`config.mk`:
```
export PLATFORM = sky130hd
export DESIGN_NAME = cla_seq_ctrl
export DESIGN_NICKNAME = d
export VERILOG_FILES = /design/src/rtl/cla_seq_ctrl.sv
export SDC_FILE = /design/constraint.sdc
export NUM_CORES = 1
export LEC_CHECK = 0
export CORE_MARGIN = 2
export CORE_UTILIZATION = 55
export CTS_CLUSTER_DIAMETER = 60
export DETAILED_ROUTE_END_ITERATION = 6
export GPL_ROUTABILITY_DRIVEN = 1
export PLACE_DENSITY = 0.8
export SYNTH_ARGS = -nofsm -noshare
export SYNTH_HDL_FRONTEND = slang
export SYNTH_SLANG_ARGS = --single-unit
```
`constraint.sdc`:
```
create_clock -name clk -period 6.5 [get_ports clk]
set_clock_uncertainty 0.1 [all_clocks]
set_input_delay 1.3 -clock clk [delete_from_list [all_inputs] [get_ports clk]]
set_output_delay 1.3 -clock clk [all_outputs]
set_load 0.01 [all_outputs]
```
`src/rtl/cla_seq_ctrl.sv`:
```
`default_nettype none
// ============================================================================
// Module      : cla_seq_ctrl
// Description : Multi-cycle WIDTH-bit adder. One 4-bit carry-lookahead slice
//               is reused once per clock, one nibble per clock, and the
//               nibble carry is registered between cycles. Requests use a
//               start/done handshake. The result holds until the next
//               operation completes.
//               Optional feature macro: CLA_SEQ_SUB_EN. When it is defined,
//               the block has a sub port, and sub=1 computes a-b.
// Revision    : 1.0 - initial release
// ============================================================================
module cla_seq_ctrl #(
  parameter int WIDTH = 16
) (
  input  logic             clk,
  input  logic             rst,
  input  logic             start,
  input  logic [WIDTH-1:0] a,
  input  logic [WIDTH-1:0] b,
  input  logic             cin,
`ifdef CLA_SEQ_SUB_EN
  input  logic             sub,
`endif
  output logic             busy,
  output logic             done,
  output logic [WIDTH-1:0] sum,
  output logic             cout
);

  localparam int NIB   = WIDTH / 4;
  localparam int IDX_W = (NIB > 1) ? $clog2(NIB) : 1;
  localparam logic [IDX_W-1:0] LAST_IDX = IDX_W'(NIB - 1);

  typedef enum logic [1:0] {
    ST_IDLE = 2'd0,
    ST_RUN  = 2'd1,
    ST_DONE = 2'd2
  } state_t;

  state_t             r_state;
  state_t             w_state_next;
  logic [WIDTH-1:0]   r_a;
  logic [WIDTH-1:0]   r_b;
  logic               r_carry;
  logic [IDX_W-1:0]   r_idx;
  logic [WIDTH-1:0]   r_work;
  logic [WIDTH-1:0]   w_work_next;
  logic [IDX_W+1:0]   w_sh;
  logic [3:0]         w_an;
  logic [3:0]         w_bn;
  logic [3:0]         w_g;
  logic [3:0]         w_p;
  logic [4:0]         w_c;
  logic [3:0]         w_s;
  logic               w_accept;
  logic               w_last;
  logic [WIDTH-1:0]   w_b_cap;
  logic               w_c_cap;

  // Bit offset of the active nibble within the operands.
  assign w_sh = {r_idx, 2'b00};
  assign w_an = r_a[w_sh +: 4];
  assign w_bn = r_b[w_sh +: 4];

  // Two-level carry lookahead. Every carry is a flat sum of products of
  // g, p and the incoming nibble carry, so nothing ripples inside the slice.
  assign w_g    = w_an & w_bn;
  assign w_p    = w_an | w_bn;
  assign w_c[0] = r_carry;
  assign w_c[1] = w_g[0] | (w_p[0] & r_carry);
  assign w_c[2] = w_g[1] | (w_p[1] & w_g[0]) | (w_p[1] & w_p[0] & r_carry);
  assign w_c[3] = w_g[2] | (w_p[2] & w_g[1]) | (w_p[2] & w_p[1] & w_g[0])
                | (w_p[2] & w_p[1] & w_p[0] & r_carry);
  assign w_c[4] = w_g[3] | (w_p[3] & w_g[2]) | (w_p[3] & w_p[2] & w_g[1])
                | (w_p[3] & w_p[2] & w_p[1] & w_g[0])
                | (w_p[3] & w_p[2] & w_p[1] & w_p[0] & r_carry);
  assign w_s    = w_an ^ w_bn ^ w_c[3:0];

  assign w_accept = (r_state == ST_IDLE) && start;
  assign w_last   = (r_idx == LAST_IDX);

  // Operand B and the carry-in as they are captured on an accepted start.
  // For subtraction, B is inverted and the carry-in is forced to 1.
`ifdef CLA_SEQ_SUB_EN
  assign w_b_cap = sub ? ~b : b;
  assign w_c_cap = sub ? 1'b1 : cin;
`else
  assign w_b_cap = b;
  assign w_c_cap = cin;
`endif

  // Working result with the current nibble merged in. This lets the last
  // RUN edge publish the complete sum in a single step.
  always_comb begin
    w_work_next = r_work;
    w_work_next[w_sh +: 4] = w_s;
  end

  // State register.
  always_ff @(posedge clk) begin
    if (rst) r_state <= ST_IDLE;
    else     r_state <= w_state_next;
  end

  // Next-state logic. DONE lasts exactly one cycle.
  always_comb begin
    w_state_next = r_state;
    case (r_state)
      ST_IDLE: if (start) w_state_next = ST_RUN;
      ST_RUN:  if (w_last) w_state_next = ST_DONE;
      ST_DONE: w_state_next = ST_IDLE;
      default: w_state_next = ST_IDLE;
    endcase
  end

  // Datapath: capture the operands on accept, then process one nibble per
  // RUN cycle. The visible result changes only on the final RUN edge.
  always_ff @(posedge clk) begin
    if (rst) begin
      r_a     <= '0;
      r_b     <= '0;
      r_carry <= 1'b0;
      r_idx   <= '0;
      r_work  <= '0;
      sum     <= '0;
      cout    <= 1'b0;
    end else if (w_accept) begin
      r_a     <= a;
      r_b     <= w_b_cap;
      r_carry <= w_c_cap;
      r_idx   <= '0;
    end else if (r_state == ST_RUN) begin
      r_work  <= w_work_next;
      r_carry <= w_c[4];
      if (w_last) begin
        sum  <= w_work_next;
        cout <= w_c[4];
      end else begin
        r_idx <= r_idx + 1'b1;
      end
    end
  end

  assign busy = (r_state == ST_RUN);
  assign done = (r_state == ST_DONE);

endmodule
`default_nettype wire
```
==> results.json, run 1 <==
{
  "status": "complete, no violations",
  "vias_per_cell": 5.60,
  "postPlaceCellArea_um2": 3810,
  "synth-compound-area-share_pct": 19.4,
  "final-max-slew-violation-count": 0,
  "tightest_slew_ns": 1.26,
  "layout_commonest_cell": "nand2_1",
  "ys.warnings.count": 0,
  "final_cell_mix": "nand2_1, dfxtp_1, clkdlybuf4s50_1",
  "syn_area_um2": 3260,
  "r2r-start": "r_idx[0]",
  "synth.distinct_cells": 43,
  "min-delay-start": "r_a[0]",
  "grt_max_degree": 72,
  "numCtsBuffers": 9,
  "cts_hold_buf": 0,
  "ios": 55,
  "post-route-min-period_ns": 3.17,
  "yosys_most_used_dff": "dfxtp_1",
  "rsz0062_at_grt": "no",
  "cts_sinks": 70,
  "wl_per_cell_um": 14.3,
  "clkTransAtPathRegs_ns": 0.07,
  "dp_hpwl_um": 4910,
  "relSlewSlack_pct": 16.3,
  "power.leakage_nw": 1.48,
  "ant_nets": 0,
  "r2r-end": "r_work[1]",
  "powerDensity_nw_per_um2": 240,
  "clock-root-buffer": "clkbuf_8",
  "start_util_pct": 56.1,
  "cts_tree": "yes",
  "die_h_um": 81.0,
  "start_kind": "register",
  "synthesis.nets": 425,
  "fin_cells": 497,
  "fin_crit_sh_pct": 48.7,
  "r2r_cells": 6,
  "synthCells": 373,
  "total_power_mw": 0.969,
  "dp.cells": 482,
  "grt_pass1_wl_um": 11700,
  "synth_xor_area_share_pct": 0.805,
  "syn_area_per_cell_um2": 8.75,
  "nNetsFinal": 470,
  "ff2ff_setup_slack_ns": 3.33,
  "synth_top_cell_by_area": "dfxtp_1",
  "nFillCells": 480,
  "cts_max_level": 3,
  "synthMuxAreaShare_pct": 5.83,
  "grt_pass1_vias": 2549,
  "synth.yosys.seq_area_share_pct": 42.9,
  "grt-ovfl-total": 0,
  "std_cell_rows": 28,
  "drc_errors": 0,
  "synthAdderAreaFrac_pct": 6.36,
  "clock.fmax_mhz": 316,
  "syn2layout_area_growth_pct": 23.5,
  "first_pass_iters": 4,
  "drt_wl_total_um": 7090,
  "post_cts_buffers": 0,
  "die_w_um": 81.0,
  "dr_total_vias": 2783,
  "antenna_cells": 0,
  "max_cap_violations": 0,
  "synth-simple-area-share_pct": 19.7,
  "antenna_found_initial": 0,
  "hold_depth": 2,
  "peakVddDrop_mv": 0.139,
  "synth_top_area_share_pct": 42.9,
  "crit_path_start": "r_idx[0]",
  "setup_viol": 0,
  "final_layout_size_suffix_gt1_share_pct": 9.00,
  "hold_end": "r_a[0]",
  "synth_top_family_by_area": "simple AND/OR/NAND/NOR gates",
  "drt_iter0_markers": 230,
  "synthArstFlopShare_pct": 0,
  "fin_area_um2": 4030,
  "setup.worst_path.end_class": "register",
  "cts.path.max_buffers": 2,
  "cp.required_ns": 6.66,
  "clock_latency_ns": 0.33,
  "synthTopCellsByArea": "dfxtp_1, nand2_1, a21oi_1",
  "core_area_um2": 5820,
  "critical_path_class": "reg -> reg",
  "cp.arrival_ns": 3.33,
  "grt_usage_pct": 23.0,
  "io_buffer_count": 54,
  "setup_tns_ns": 0,
  "min-delay-path-class": "reg -> reg",
  "dieArea_um2": 6570,
  "finalHoldViolCount": 0,
  "place_congestion": 0.854,
  "ys_ff_latch": 70,
  "synth-edff-count": 0,
  "ctsResizeCount": 0,
  "critPathMaxFanout": 16
}
-- where the power goes --
part | internal, mW | switching, mW
Sequential | 0.444 | 0.0118
Clock | 0.234 | 0.155
Combinational | 0.0537 | 0.0701
-- critical path, cell delays in order, from the launching register on --
cell	delay [ns]
dfxtp_1	0.91
mux4_2	0.69
fa_1	0.43
xor2_1	0.46
and2_1	0.29
a22oi_1	0.11
nor2_1	0.11
-- synth_stat cells (3+ instances only) --
library cell and number:
o21bai_1 5, o21ai_0 4, a211oi_1 14, a32oi_1 4, clkbuf_1 10, a21oi_1 43
and2_1 3, a221oi_1 6, nor2_1 31, o21ai_1 5, mux4_2 8, inv_1 17
a22oi_1 4, nor3_1 8, nand3b_1 9, buf_2 8, dfxtp_1 70, nor2b_1 3
nand2_1 74, ha_1 15, o2111ai_1 4
-- routing by layer --
layer	share of wire, %	global-route usage, %	wire length, µm
met5	0	0	0
met4	1.4	8.14	98
met3	4.3	3.56	306
met2	47	36.1	3320
met1	47	32.3	3370
-- flip-flops by register name, indices dropped and copies added (netlist names) --
| signal | count |
|---|---|
| r_state | 2 |
| r_a | 16 |
| sum | 16 |
| r_b | 16 |
| r_carry | 1 |
| r_idx | 2 |
| r_work | 16 |
| cout | 1 |
-- metrics by stage --
step | utilization, % | hold WS [ns] | worst slack, ns
after floorplan | - | 0.333 | 4.00
after global placement | 65.5 | 0.338 | 3.28
after detailed placement | 65.5 | 0.346 | 3.18
after CTS | 69.3 | 0.357 | 3.31
after global routing | 69.3 | 0.371 | 3.12
final | 69.3 | 0.355 | 3.33
-- worst max-delay path by stage --
stage	endpoint	slack, ns	cells past startpoint
after floorplan	r_work[1]	4.00	7
after global routing	r_work[5]	3.12	6
after global placement	r_a[1]	3.28	4
final	r_work[1]	3.33	6
after detailed placement	r_a[5]	3.18	4
after CTS	r_work[1]	3.31	6
-- area by class of cell --
type,count,area [µm²],area share [%]
well taps,75,93.8,2.33
repair buffers,55,543,13.5
inverters,19,71.3,1.77
clock buffers,11,151,3.76
clock inverters,4,70.1,1.74
flip-flops and latches,70,1400,34.8
multi-input cells,263,1700,42.2
-- cell families after synthesis --
kind of cell | count (synthesis)
AO/OA/AOI/OAI | 96
XOR/XNOR | 3
adder cells (fa/ha/maj) | 16
buffers and inverters | 40
flip-flops | 70
multiplexers | 9
AND/OR/NAND/NOR | 139
(Power assumes the default switching activity.)
==> run 2, diff against run 1 <==
--- a/config.mk
+++ b/config.mk
@@ -6,11 +6,11 @@
 export NUM_CORES = 1
 export LEC_CHECK = 0
 export CORE_MARGIN = 2
-export CORE_UTILIZATION = 55
+export CORE_UTILIZATION = 53
 export CTS_CLUSTER_DIAMETER = 60
 export DETAILED_ROUTE_END_ITERATION = 6
 export GPL_ROUTABILITY_DRIVEN = 1
-export PLACE_DENSITY = 0.8
+export PLACE_DENSITY = 0.78
 export SYNTH_ARGS = -nofsm -noshare
 export SYNTH_HDL_FRONTEND = slang
 export SYNTH_SLANG_ARGS = --single-unit
==> constraint.sdc (replaced) <==
create_clock -name clk -period 3.14 [get_ports clk]
set_clock_uncertainty 0.1 [all_clocks]
set_input_delay 0.628 -clock clk [delete_from_list [all_inputs] [get_ports clk]]
set_output_delay 0.628 -clock clk [all_outputs]
set_load 0.01 [all_outputs]
==> run 2 against run 1 <==
Compared with the run above: cell count increased by 1.2%; wire length is 5.9% higher; combinational power rose by 110%; first-iteration DRC count decreased by 14%; clock-buffer cell count shrank 1; fmax rose by 14%.
==> results.json, run 2 (synthesis gave the netlist of run 1 again) <==
{
  "status": "complete, no violations",
  "tightest_slew_ns": 0.775,
  "layout_commonest_cell": "nand2_1",
  "die_w_um": 82.5,
  "wl_per_cell_um": 14.9,
  "max_cap_violations": 0,
  "numCtsBuffers": 9,
  "clock.fmax_mhz": 360,
  "dp_slack_ns": 0.434,
  "syn2layout_area_growth_pct": 24.6,
  "swShare_pct": 25.3,
  "dr_total_vias": 2803,
  "dieArea_um2": 6800,
  "critPathBufInv": 0,
  "finalHoldViolCount": 0,
  "setup.worst_path.end_class": "register",
  "cp_top_family": "adder cells",
  "start_kind": "register",
  "grt-ovfl-total": 0,
  "peakVddDrop_mv": 0.301,
  "min-delay-path-class": "reg -> reg",
  "cp.arrival_ns": 2.94,
  "antenna_cells": 0,
  "pwr-share-clk_pct": 40.1,
  "die_h_um": 82.5,
  "p_switching_mw": 0.509,
  "cp.required_ns": 3.30,
  "setup_tns_ns": 0,
  "cpPeakStageDelay_ns": 0.71,
  "nNetsFinal": 475,
  "final_layout_size_suffix_gt1_share_pct": 10.3,
  "critical_path_class": "reg -> reg",
  "setup_viol": 0,
  "post_cts_buffers": 0,
  "start_util_pct": 55.1,
  "ctsResizeCount": 0,
  "drt_iter0_markers": 198,
  "grt_pass1_wl_um": 12300,
  "ant_nets": 0,
  "dp_hpwl_um": 5430,
  "finish.utilization_pct": 68.7,
  "fin_ws_ns": 0.362,
  "rsz0062_at_grt": "no",
  "ios": 55,
  "cts_tree": "yes",
  "clock_latency_ns": 0.34,
  "path_cells": "mux4_2 > fa_1 > nand3b_1 > nor2_1 > a21oi_1 > a211oi_1",
  "power.leakage_nw": 1.50,
  "power_frac_comb_pct": 13.0,
  "relSlewSlack_pct": 48.3,
  "place_congestion": 0.889,
  "vias_per_cell": 5.57,
  "antenna_found_initial": 0,
  "core_area_um2": 5920,
  "slowest_stage": "fa_1",
  "grt_max_degree": 36,
  "drt_wl_total_um": 7520,
  "cts_sinks": 70,
  "fin_crit_sh_pct": 88.5,
  "clock-root-buffer": "clkbuf_8",
  "critPathMaxFanout": 9,
  "p_seq_share_pct": 46.9,
  "std_cell_rows": 28,
  "clkTransAtPathRegs_ns": 0.07,
  "drc_errors": 0,
  "io_buffer_count": 54,
  "cts.path.max_buffers": 2,
  "p_int_mw": 1.50,
  "post-route-min-period_ns": 2.78,
  "first_pass_iters": 5,
  "final_cell_mix": "nand2_1, dfxtp_1, clkdlybuf4s50_1",
  "final-max-slew-violation-count": 0,
  "grt_usage_pct": 24.2,
  "cts_hold_buf": 0,
  "powerDensity_nw_per_um2": 495,
  "grt_pass1_vias": 2614,
  "cts_max_level": 3
}
## run 2: changes by cell type in the layout (fill, tap and decap cells not counted)
cell	change
clkbuf_8	-1
buf_4	+5
clkinv_2	+1
inv_6	+1
## run 2: routing by layer
layer / vias up / track usage (%) / wire length (µm)
met5: - / 0 / 0
met4: 0 / 8.83 / 114
met3: 12 / 5.76 / 389
met2: 90 / 35.4 / 3390
met1: 1305 / 34.8 / 3620
li1: 1396 / - / -
## run 2: final timing paths
path	start	to	slack, ns	cells past startpoint
worst max-delay path	r_idx[0]	sum[4]	0.36	6
worst min-delay path	r_a[5]	r_a[5]	0.36	2
worst max register to register	r_idx[0]	sum[4]	0.36	6
worst min register to register	r_a[5]	r_a[5]	0.36	2
## run 2: final cells by class
type,count,area [µm²]
Multi-Input combinational cell,263,1700
Fill cell,494,1850
Clock buffer,10,138
Inverter,19,71.3
Timing Repair Buffer,60,581
Sequential cell,70,1400
Tap cell,75,93.8
Clock inverter,6,83.8
## run 2: worst reg2reg max path, cell delays in order, from the launching register on
cell and delay, ns:
dfxtp_1 0.65, mux4_2 0.64, fa_1 0.71, nand3b_1 0.19, nor2_1 0.14, a21oi_1 0.05
a211oi_1 0.23
## run 2: through the flow
step                power [mW]  instance area (µm²)  cells  hold WS, ns
global route              2.09                 4070    503        0.379
floorplan                 1.13                 3260    373        0.333
detailed placement        1.22                 3850    487        0.349
CTS                       2.02                 4070    503        0.359
global placement          1.22                 3850    487        0.345
finish                    2.01                 4070    503        0.361
## run 2: power by group through the flow
stage	Clock [mW]	Sequential [mW]	Combinational [mW]
finish	0.808	0.944	0.261
global route	0.859	0.948	0.287
CTS	0.815	0.943	0.261
detailed placement	0	0.964	0.259
global placement	0	0.964	0.253
floorplan	0	0.953	0.173
